<file path="config.mk">
export PLATFORM = sky130hd
export DESIGN_NAME = muldiv_unit
export DESIGN_NICKNAME = d
export VERILOG_FILES = /design/src/rtl/muldiv_pkg.sv /design/src/rtl/muldiv_step.sv /design/src/rtl/muldiv_unit.sv
export SDC_FILE = /design/constraint.sdc
export NUM_CORES = 1
export LEC_CHECK = 0
export BUFFER_PORTS_ARGS = -buffer_cell sky130_fd_sc_hd__clkbuf_2
export CORE_MARGIN = 3
export CORE_UTILIZATION = 35
export CTS_BUF_LIST = sky130_fd_sc_hd__clkbuf_2
export DETAILED_ROUTE_END_ITERATION = 7
export MAX_ROUTING_LAYER = met4
export PLACE_DENSITY_LB_ADDON = 0.2
export SYNTH_ARGS = -nofsm -noshare
export SYNTH_HDL_FRONTEND = slang
export SYNTH_SLANG_ARGS = --single-unit
</file>
<file path="constraint.sdc">
create_clock -name clk -period 3.1 [get_ports clk]
set_input_delay 0 -clock clk [delete_from_list [all_inputs] [get_ports clk]]
set_output_delay 0 -clock clk [all_outputs]
set_load 0.01 [all_outputs]
</file>
<file path="src/rtl/muldiv_pkg.sv">
// Shared constants and encodings for the iterative multiply/divide unit.
// Latency: n/a (declarations only).
// Backpressure: n/a.
package muldiv_pkg;

  localparam int XLEN = 32;  // operand and HI/LO width
  localparam int ITER = 32;  // iterations per operation

  typedef enum logic [1:0] {
    OP_MULT  = 2'b00,
    OP_MULTU = 2'b01,
    OP_DIV   = 2'b10,
    OP_DIVU  = 2'b11
  } op_e;

  typedef enum logic [2:0] {
    S_IDLE = 3'd0,
    S_PREP = 3'd1,
    S_RUN  = 3'd2,
    S_FIX  = 3'd3,
    S_DONE = 3'd4
  } state_e;

  // Encoding bit 0 distinguishes unsigned (1) from signed (0) variants.
  function automatic logic op_is_signed(input op_e o);
    return ~o[0];
  endfunction

  // Encoding bit 1 distinguishes divide (1) from multiply (0).
  function automatic logic op_is_div(input op_e o);
    return o[1];
  endfunction

endpackage

</file>
<file path="src/rtl/muldiv_step.sv">
// One iteration of the datapath: shift-add for multiply, restoring shift-subtract for divide.
// Latency: purely combinational.
// Backpressure: none; the caller decides when to register the result.
// Ports: is_div selects the operation; acc_hi/acc_lo is the running accumulator
//        (multiply: partial product / remaining multiplier bits,
//         divide: partial remainder / dividend-then-quotient bits);
//        operand is the multiplicand or divisor magnitude; nxt_hi/nxt_lo is the updated accumulator.
module muldiv_step #(
  parameter int XLEN = muldiv_pkg::XLEN
) (
  input  logic            is_div,
  input  logic [XLEN-1:0] acc_hi,
  input  logic [XLEN-1:0] acc_lo,
  input  logic [XLEN-1:0] operand,
  output logic [XLEN-1:0] nxt_hi,
  output logic [XLEN-1:0] nxt_lo
);

  logic [XLEN:0]   sum;
  logic [XLEN:0]   shifted;
  logic [XLEN+1:0] diff;

  always_comb begin
    sum     = {1'b0, acc_hi} + {1'b0, (acc_lo[0] ? operand : {XLEN{1'b0}})};
    shifted = {acc_hi, acc_lo[XLEN-1]};
    diff    = {1'b0, shifted} - {2'b00, operand};

    // Multiply: add-or-pass, then shift the whole accumulator right so the
    // carry lands in the top bit and the consumed multiplier bit drops out.
    nxt_hi = sum[XLEN:1];
    nxt_lo = {sum[0], acc_lo[XLEN-1:1]};

    if (is_div) begin
      // Divide: a negative difference means restore; the remainder stays
      // below the divisor, so a non-negative difference always fits XLEN bits.
      if (diff[XLEN+1]) begin
        nxt_hi = shifted[XLEN-1:0];
        nxt_lo = {acc_lo[XLEN-2:0], 1'b0};
      end else begin
        nxt_hi = diff[XLEN-1:0];
        nxt_lo = {acc_lo[XLEN-2:0], 1'b1};
      end
    end
  end

endmodule

</file>
<file path="src/rtl/muldiv_unit.sv">
// Iterative MIPS-style multiply/divide unit with architectural HI/LO registers.
// Latency: done pulses in the cycle after the 35th edge following the accepting edge (ITER=32).
// Backpressure: busy is high outside IDLE; start while busy is dropped, not queued.
// Ports: clk/rst_n (sync, active-low); start/op/Op1/Op2 request; flush aborts;
//        hi_we/lo_we/wdata are MTHI/MTLO; busy/done status; HI/LO results;
//        div_by_zero flags a zero divisor on the last completed divide.
module muldiv_unit #(
  parameter int XLEN = muldiv_pkg::XLEN,
  parameter int ITER = muldiv_pkg::ITER
) (
  input  logic            clk,
  input  logic            rst_n,
  input  logic            start,
  input  logic [1:0]      op,
  input  logic [XLEN-1:0] Op1,
  input  logic [XLEN-1:0] Op2,
  input  logic            flush,
  input  logic            hi_we,
  input  logic            lo_we,
  input  logic [XLEN-1:0] wdata,
  output logic            busy,
  output logic            done,
  output logic [XLEN-1:0] HI,
  output logic [XLEN-1:0] LO,
  output logic            div_by_zero
);
  import muldiv_pkg::*;

  localparam int CW = $clog2(ITER + 1);

  state_e          state_q, state_d;
  op_e             op_q, op_d;
  logic [XLEN-1:0] op1_q, op1_d;      // raw dividend, returned in HI on divide-by-zero
  logic [XLEN-1:0] b_q, b_d;          // Op2 raw, then its magnitude after PREP
  logic [XLEN-1:0] acc_hi_q, acc_hi_d;
  logic [XLEN-1:0] acc_lo_q, acc_lo_d;
  logic [CW-1:0]   cnt_q, cnt_d;
  logic            neg_q, neg_d;      // product/quotient sign
  logic            rneg_q, rneg_d;    // remainder sign follows the dividend
  logic [XLEN-1:0] hi_q, hi_d;
  logic [XLEN-1:0] lo_q, lo_d;
  logic            dbz_q, dbz_d;

  logic [XLEN-1:0]   step_hi, step_lo;
  logic              a_neg, b_neg;
  logic [2*XLEN-1:0] prod;
  logic [XLEN-1:0]   quo, rem;

  muldiv_step #(.XLEN(XLEN)) u_step (
    .is_div  (op_is_div(op_q)),
    .acc_hi  (acc_hi_q),
    .acc_lo  (acc_lo_q),
    .operand (b_q),
    .nxt_hi  (step_hi),
    .nxt_lo  (step_lo)
  );

  always_comb begin
    state_d  = state_q;
    op_d     = op_q;
    op1_d    = op1_q;
    b_d      = b_q;
    acc_hi_d = acc_hi_q;
    acc_lo_d = acc_lo_q;
    cnt_d    = cnt_q;
    neg_d    = neg_q;
    rneg_d   = rneg_q;
    hi_d     = hi_q;
    lo_d     = lo_q;
    dbz_d    = dbz_q;
    a_neg    = op_is_signed(op_q) & op1_q[XLEN-1];
    b_neg    = op_is_signed(op_q) & b_q[XLEN-1];
    prod     = neg_q ? -{acc_hi_q, acc_lo_q} : {acc_hi_q, acc_lo_q};
    quo      = neg_q ? -acc_lo_q : acc_lo_q;
    rem      = rneg_q ? -acc_hi_q : acc_hi_q;

    case (state_q)
      S_IDLE: begin
        if (hi_we) hi_d = wdata;
        if (lo_we) lo_d = wdata;
        if (start && !flush) begin
          op_d    = op_e'(op);
          op1_d   = Op1;
          b_d     = Op2;
          dbz_d   = 1'b0;
          state_d = S_PREP;
        end
      end
      S_PREP: begin
        // Multiply reuses the same layout: Op1 magnitude is the multiplier
        // in acc_lo, Op2 magnitude the multiplicand (product is commutative).
        acc_hi_d = '0;
        acc_lo_d = a_neg ? -op1_q : op1_q;
        b_d      = b_neg ? -b_q : b_q;
        neg_d    = a_neg ^ b_neg;
        rneg_d   = a_neg;
        cnt_d    = '0;
        state_d  = S_RUN;
      end
      S_RUN: begin
        // Iterations run while cnt < ITER; the cycle that sees cnt == ITER
        // only hands over to FIX.
        if (cnt_q == CW'(ITER)) begin
          state_d = S_FIX;
        end else begin
          acc_hi_d = step_hi;
          acc_lo_d = step_lo;
          cnt_d    = cnt_q + 1'b1;
        end
      end
      S_FIX: begin
        if (!op_is_div(op_q)) begin
          hi_d = prod[2*XLEN-1:XLEN];
          lo_d = prod[XLEN-1:0];
        end else if (b_q == '0) begin
          hi_d  = op1_q;
          lo_d  = '1;
          dbz_d = 1'b1;
        end else begin
          hi_d = rem;
          lo_d = quo;
        end
        state_d = S_DONE;
      end
      S_DONE:  state_d = S_IDLE;
      default: state_d = S_IDLE;
    endcase

    // Abort leaves architectural state exactly as it was.
    if (flush && state_q != S_IDLE) begin
      state_d = S_IDLE;
      hi_d    = hi_q;
      lo_d    = lo_q;
      dbz_d   = dbz_q;
    end
  end

  always_ff @(posedge clk) begin
    if (!rst_n) begin
      state_q  <= S_IDLE;
      op_q     <= OP_MULT;
      op1_q    <= '0;
      b_q      <= '0;
      acc_hi_q <= '0;
      acc_lo_q <= '0;
      cnt_q    <= '0;
      neg_q    <= 1'b0;
      rneg_q   <= 1'b0;
      hi_q     <= '0;
      lo_q     <= '0;
      dbz_q    <= 1'b0;
    end else begin
      state_q  <= state_d;
      op_q     <= op_d;
      op1_q    <= op1_d;
      b_q      <= b_d;
      acc_hi_q <= acc_hi_d;
      acc_lo_q <= acc_lo_d;
      cnt_q    <= cnt_d;
      neg_q    <= neg_d;
      rneg_q   <= rneg_d;
      hi_q     <= hi_d;
      lo_q     <= lo_d;
      dbz_q    <= dbz_d;
    end
  end

  assign busy        = (state_q != S_IDLE);
  assign done        = (state_q == S_DONE);
  assign HI          = hi_q;
  assign LO          = lo_q;
  assign div_by_zero = dbz_q;

endmodule

</file>
; Word level (Yosys, flattened, before mapping)
; Index checks and enable logic that the tools add are counted.
[totals]
reg_bits = 206
inputBits = 104
out_inout_bits = 67
elab_cells = 89
[classes]
n_addsub = 8
n_eq_ne = 13
mux = 33
bitwise_logic = 6
reduce_logical = 17
[ops]
columns = op, n
row1 = 32-bit 2-to-1 mux, 17
row2 = 32-bit case mux with 2 select lines, 5
row3 = 32-bit negation, 4
row4 = 64-bit 2-to-1 mux, 1
row5 = 64-bit negation, 1
row6 = 33-bit by 32-bit subtractor with 34-bit output, 1
row7 = 32-bit by 32-bit adder with 33-bit output, 1
row8 = 32-bit logical NOT, 1
row9 = "2-bit inequality test, second input constant", 8
row10 = 3-bit case mux with 4 select lines, 1
row11 = 6-bit case mux with 2 select lines, 1
row12 = 3-bit AND reduction, 3
row13 = "6-bit by 1-bit adder with 6-bit output, second input constant", 1
row14 = "3-bit by 2-bit == test with 1-bit output, second input constant", 2
row15 = "6-bit == test, second input constant", 1
row16 = 3-bit 2-to-1 mux, 2
row17 = 6-bit 2-to-1 mux, 1
row18 = 2-bit AND reduction, 3
row19 = 2-bit nonzero test, 3
row20 = 5-bit AND reduction, 1
row21 = 1-bit 2-to-1 mux, 4
row22 = "3-bit by 1-bit == test with 1-bit output, second input constant", 1
row23 = "3-bit == test, second input constant", 1
row24 = 3-bit logical NOT, 1
row25 = 8 further kinds, 12

; Logic depth before layout (Yosys ltp)
[depth]
depth_word = 5
ltp_mapped = 16

; Cells and area by module
; From an unflattened synthesis, not the netlist that was laid out.
[unflattened]
cells_unflattened = 2346
hier_area_um2 = 17395.4
[modules_own_cells]
columns = module, instances, cells_each, area_per_inst_um2, seq_area_each_um2
row1 = muldiv_unit, 1, 1669, 12630.9, 4124.0
row2 = muldiv_step, 1, 677, 4764.6, 0.0

; Worst setup path after synthesis
; OpenSTA, ideal clock, no wires.
[synth_path]
path_kind = register to register
startpoint = register acc_lo_q[0]
endpoint = register acc_hi_q[27]
arrival_time_ps = 3353
slack_ps = -378
path_stages_with_launch = 17
period_less_slack_ps = 3478
path_cell_list = dfxtp_1 > clkinv_1 > clkbuf_1 > nor2_1 > ha_1 > inv_1 > fa_1 > nand2b_1 > a211o_1 > a21oi_1 > o31a_1 > a21oi_1 > o21ba_2 > o221a_2 > o2111a_1 > a211oi_1 > o21ai_0
[synth_via]
elab_chain_cells = 5
[synth_rtl]
columns = item, line_no
row1 = "start, declared", muldiv_unit.sv:36  ; logic [XLEN-1:0] acc_lo_q, acc_lo_d;
row2 = "start signal, assigned", muldiv_unit.sv:158  ; acc_lo_q <= acc_lo_d;
row3 = 32-bit 2-to-1 mux, muldiv_step.sv:24  ; sum = {1'b0, acc_hi} + {1'b0, (acc_lo[0] ? operand : {XLEN{1'b0}})};
row4 = 32-bit by 32-bit adder with 33-bit output, muldiv_step.sv:24
row5 = 32-bit 2-to-1 mux, muldiv_step.sv:33  ; if (is_div) begin
row6 = 32-bit 2-to-1 mux, muldiv_unit.sv:103  ; if (cnt_q == CW'(ITER)) begin
row7 = 32-bit case mux with 2 select lines, muldiv_unit.sv:77  ; case (state_q)
row8 = "end signal, assigned", muldiv_unit.sv:157  ; acc_hi_q <= acc_hi_d;
row9 = "end, declared", muldiv_unit.sv:35  ; logic [XLEN-1:0] acc_hi_q, acc_hi_d;
; Every way passes these cells. The select of a mux whose other input is x is not followed.
; A chain may end at the register's enable or synchronous reset.

; Worst setup path after layout
[layout_path]
startpoint = register acc_lo_q[10]
endpoint = register hi_q[6], in the netlist HI[6]
[layout_via]
elab_chain_cells = 4
[layout_rtl]
columns = item, line_no
row1 = 64-bit negation, muldiv_unit.sv:73  ; prod = neg_q ? -{acc_hi_q, acc_lo_q} : {acc_hi_q, acc_lo_q};
row2 = 64-bit 2-to-1 mux, muldiv_unit.sv:73
row3 = 32-bit 2-to-1 mux, muldiv_unit.sv:112  ; if (!op_is_div(op_q)) begin
row4 = 32-bit case mux with 2 select lines, muldiv_unit.sv:77
row5 = "end signal, assigned", muldiv_unit.sv:162  ; hi_q <= hi_d;
row6 = "end, declared", muldiv_unit.sv:40  ; logic [XLEN-1:0] hi_q, hi_d;
; Every way passes these cells.

==> impl_metrics.yaml <==
cts:
  cts_tree: "done"
  cts_htree_levels: 2
  worstSkewPairLatency_ps: 1110
  clock_path_buffers: 3
  cts_sinks: 206
  clockRootBuffer: "clkbuf_2"
  clkTransAtPathRegs_ps: 130
  cts_inserted_buffers: 61
drt:
  wl_per_cell_um: 21.1
  detail-route-antenna-nets: 0
  first_pass_iters: 5
  viasPerCell: 5.72
  drc: 0
  num_vias: 20600
  drtIter0Drc: 2301
  wl_um: 76100
timing:
  rsz0062_at_grt: "true"
  hold_violations: 0
  max_freq_mhz: 301
  fin_crit_sh_pct: 107
  skew_ps: 124
  setup-violations-final: 31
  worst_pin_slew_ps: 1300
  hold_ws_ps: 137
  relSlewSlack_pct: 12.7
  drv_slew: 0
  period_needed_ps: 3320
  setup_ws_ps: -223
placed_design:
  hpwl_um: 53800
  io_buffers: 170
  gp_congestion: 0.994
  dpl_worst_slack_ps: -244
  dp_cells: 3170
floorplanning:
  die_w_um: 220
  die_h_um: 220
  die-area_um2: 48400
  num_io_pins: 171
  rows: 77
  core_um2: 44700
  start_util_pct: 35.8
critical_path:
  r2r_end: "HI[6]"
  reg2reg_depth: 10
  cp.arrival_ps: 4320
  crit_fanout: 8
  rr_startpoint: "acc_lo_q[10]"
  cp_slowest_cell: "or4_4"
  path_cells: "or4_4, or3_1, or3_4, or3_4, buf_6, or3_4, a31oi_1, a211oi_1, a311oi_1, o21ai_0"
  critical_path_class: "reg2reg"
  slowest_delay_ps: 530
  reg2reg_slack_ps: -220
  worst_setup_path_start_kind: "flop"
  critPathCaptureType: "flop"
  cpMostUsedCell: "or3_4"
  worstPathRequired_ps: 4100
synth:
  synth_area_leaders: "dfxtp_1, a21oi_1, nand2_1"
  netlist.top_cell.by_area: "dfxtp_1"
  ys_ff_latch: 206
  yosysWarningCount: 0
  syn_area_per_cell_um2: 7.05
  synth_seq_area_share_pct: 25.7
  syn_area_um2: 16000
  yosys_most_used_dff: "dfxtp_1"
  synth_cell_types: 72
  synth_edf_count: 0
  synth_top_area_share_pct: 25.7
  synth_fp_nets: 2448
  async_flop_share_pct: 0
  syn_inst: 2272
power:
  p_leak_nw: 10.3
  p_per_area_nw_per_um2: 325
  ir_drop_uv: 231
run:
  maxCapViolCount: 0
global_routing:
  grt_max_degree: 88
  overflow: 0
  grt_pass1_wl_um: 114000
  antenna_found_initial: 4
  grtUsageTotal_pct: 31.1
  grt_pass1_vias: 19500
final_layout:
  area_growth_syn_to_layout_pct: 51.0
  nNetsFinal: 3142
  fin_cells: 3607
  layout-drive-gt1-share_pct: 25.8
min_path:
  hold_depth: 6
  hold_path.startpoint: "wdata[0]"
  hold_path.class: "in2reg"
  holdPathEnd: "HI[0]"
run_status:
  status: "finished with violations"
  violations: "setup timing"
==> layer usage <==
metal / track usage, % / share of wire [%] / up-vias
met5: - / 0 / -
met4: 8.97 / 2.9 / 0
met3: 5.02 / 9.0 / 171
met2: 46.8 / 44 / 941
met1: 43.1 / 44 / 9884
li1: - / - / 9631
==> worst max-delay path by stage <==
stage	start	to	slack, ps	cells after the start
CTS	acc_lo_q[10]	HI[0]	-170	10
global route	acc_lo_q[11]	HI[6]	-340	10
detailed placement	acc_lo_q[10]	LO[25]	-240	11
finish	acc_lo_q[10]	HI[6]	-220	10
global placement	acc_lo_q[0]	acc_hi_q[30]	-250	15
floorplan	acc_lo_q[10]	HI[0]	-230	14
==> cells by family after synthesis <==
kind of cell	Yosys count	synth area share (%)
multiplexers	35	2.19
buffers and inverters	247	5.97
adder cells (fa/ha/maj)	72	5.72
XOR/XNOR	154	8.42
AO/OA/AOI/OAI	783	30.1
AND/OR/NAND/NOR	775	21.9
flip-flops	206	25.7
==> what timing repair did <==
| item | in CTS | in global routing |
|---|---|---|
| gates resized for setup | 45 | 186 |
| hold buffers | 299 | 0 |
| pin swaps | 14 | 91 |
| buffers inserted | 8 | 19 |
| hold endpoints to repair | 151 | 0 |
| setup endpoints to repair | 63 | 117 |
| cloned | 1 | 1 |
==> layout make-up <==
type / instances / area [um^2]
flip-flops and latches: 206 / 4140
clock buffers: 87 / 435
clock inverters: 21 / 121
inverters: 73 / 282
diodes: 4 / 10.0
fillers: 4285 / 20500
multi-input cells: 1820 / 11900
repair buffers: 804 / 6580
well taps: 592 / 741
==> state kept, by name, summed over array words and instances (netlist names) <==
name and count:
div_by_zero 1, LO 32, HI 32, cnt_q 6
acc_hi_q 32, acc_lo_q 32, op1_q 32, rneg_q 1
b_q 32, state_q 3, neg_q 1, op_q 2
==> Yosys cell counts, types with 10 or more instances <==
cell	n
a211oi_1	55
a21o_1	29
a21oi_1	274
a221oi_1	13
a22oi_1	20
a31oi_1	21
and2_1	16
and3_1	13
buf_1	12
clkbuf_1	153
dfxtp_1	206
ha_1	70
inv_1	72
mux2i_1	34
nand2_1	266
nand2b_1	22
nand3_1	48
nand4_1	22
nor2_1	248
nor3_1	41
nor4_1	27
o211ai_1	26
o21ai_0	182
o21ai_1	10
o221ai_1	26
o22ai_1	13
o31ai_1	30
o41ai_1	10
or3_1	31
or4_1	11
xnor2_1	77
xor2_1	77
==> report_power, final <==
| part | switching, mW | total (mW) | internal, mW |
|---|---|---|---|
| sequential | 0.132 | 2.90 | 2.77 |
| clock | 1.40 | 2.26 | 0.856 |
| combinational | 1.44 | 2.70 | 1.26 |
| total | 2.98 | 7.86 | 4.89 |
==> stage by stage <==
stage          total power [mW]  util (%)  area, um^2  TNS (ps)
2_1_floorplan              4.06         -       16100     -2680
3_3_place_gp               4.95      43.5       19500     -5610
3_5_place_dp               4.98      43.5       19500     -6810
4_1_cts                    7.55      52.0       23300     -2770
5_1_grt                    8.24      54.1       24200     -8250
6_report                   7.86      54.1       24200     -2530
==> cell usage in the layout, fill, tap and decap left out, types with 58 or more instances in the layout <==
cell           instances
xor2_1                73
dlygate4sd3_1        299
dfxtp_1              193
ha_1                  58
nand2_1              264
inv_1                 66
nor2_1               237
buf_4                306
xnor2_1               75
o21ai_0              151
a21oi_1              251
clkbuf_2             257
==> critical path: cells and delay by family (launching register included) <==
kind | cells | cell delay (ps)
buffers and inverters | 1 | 130
AND/OR/NAND/NOR | 5 | 2070
AO/OA/AOI/OAI | 4 | 710
flip-flops | 1 | 320
Note: power is estimated with default switching activity, not from simulation.
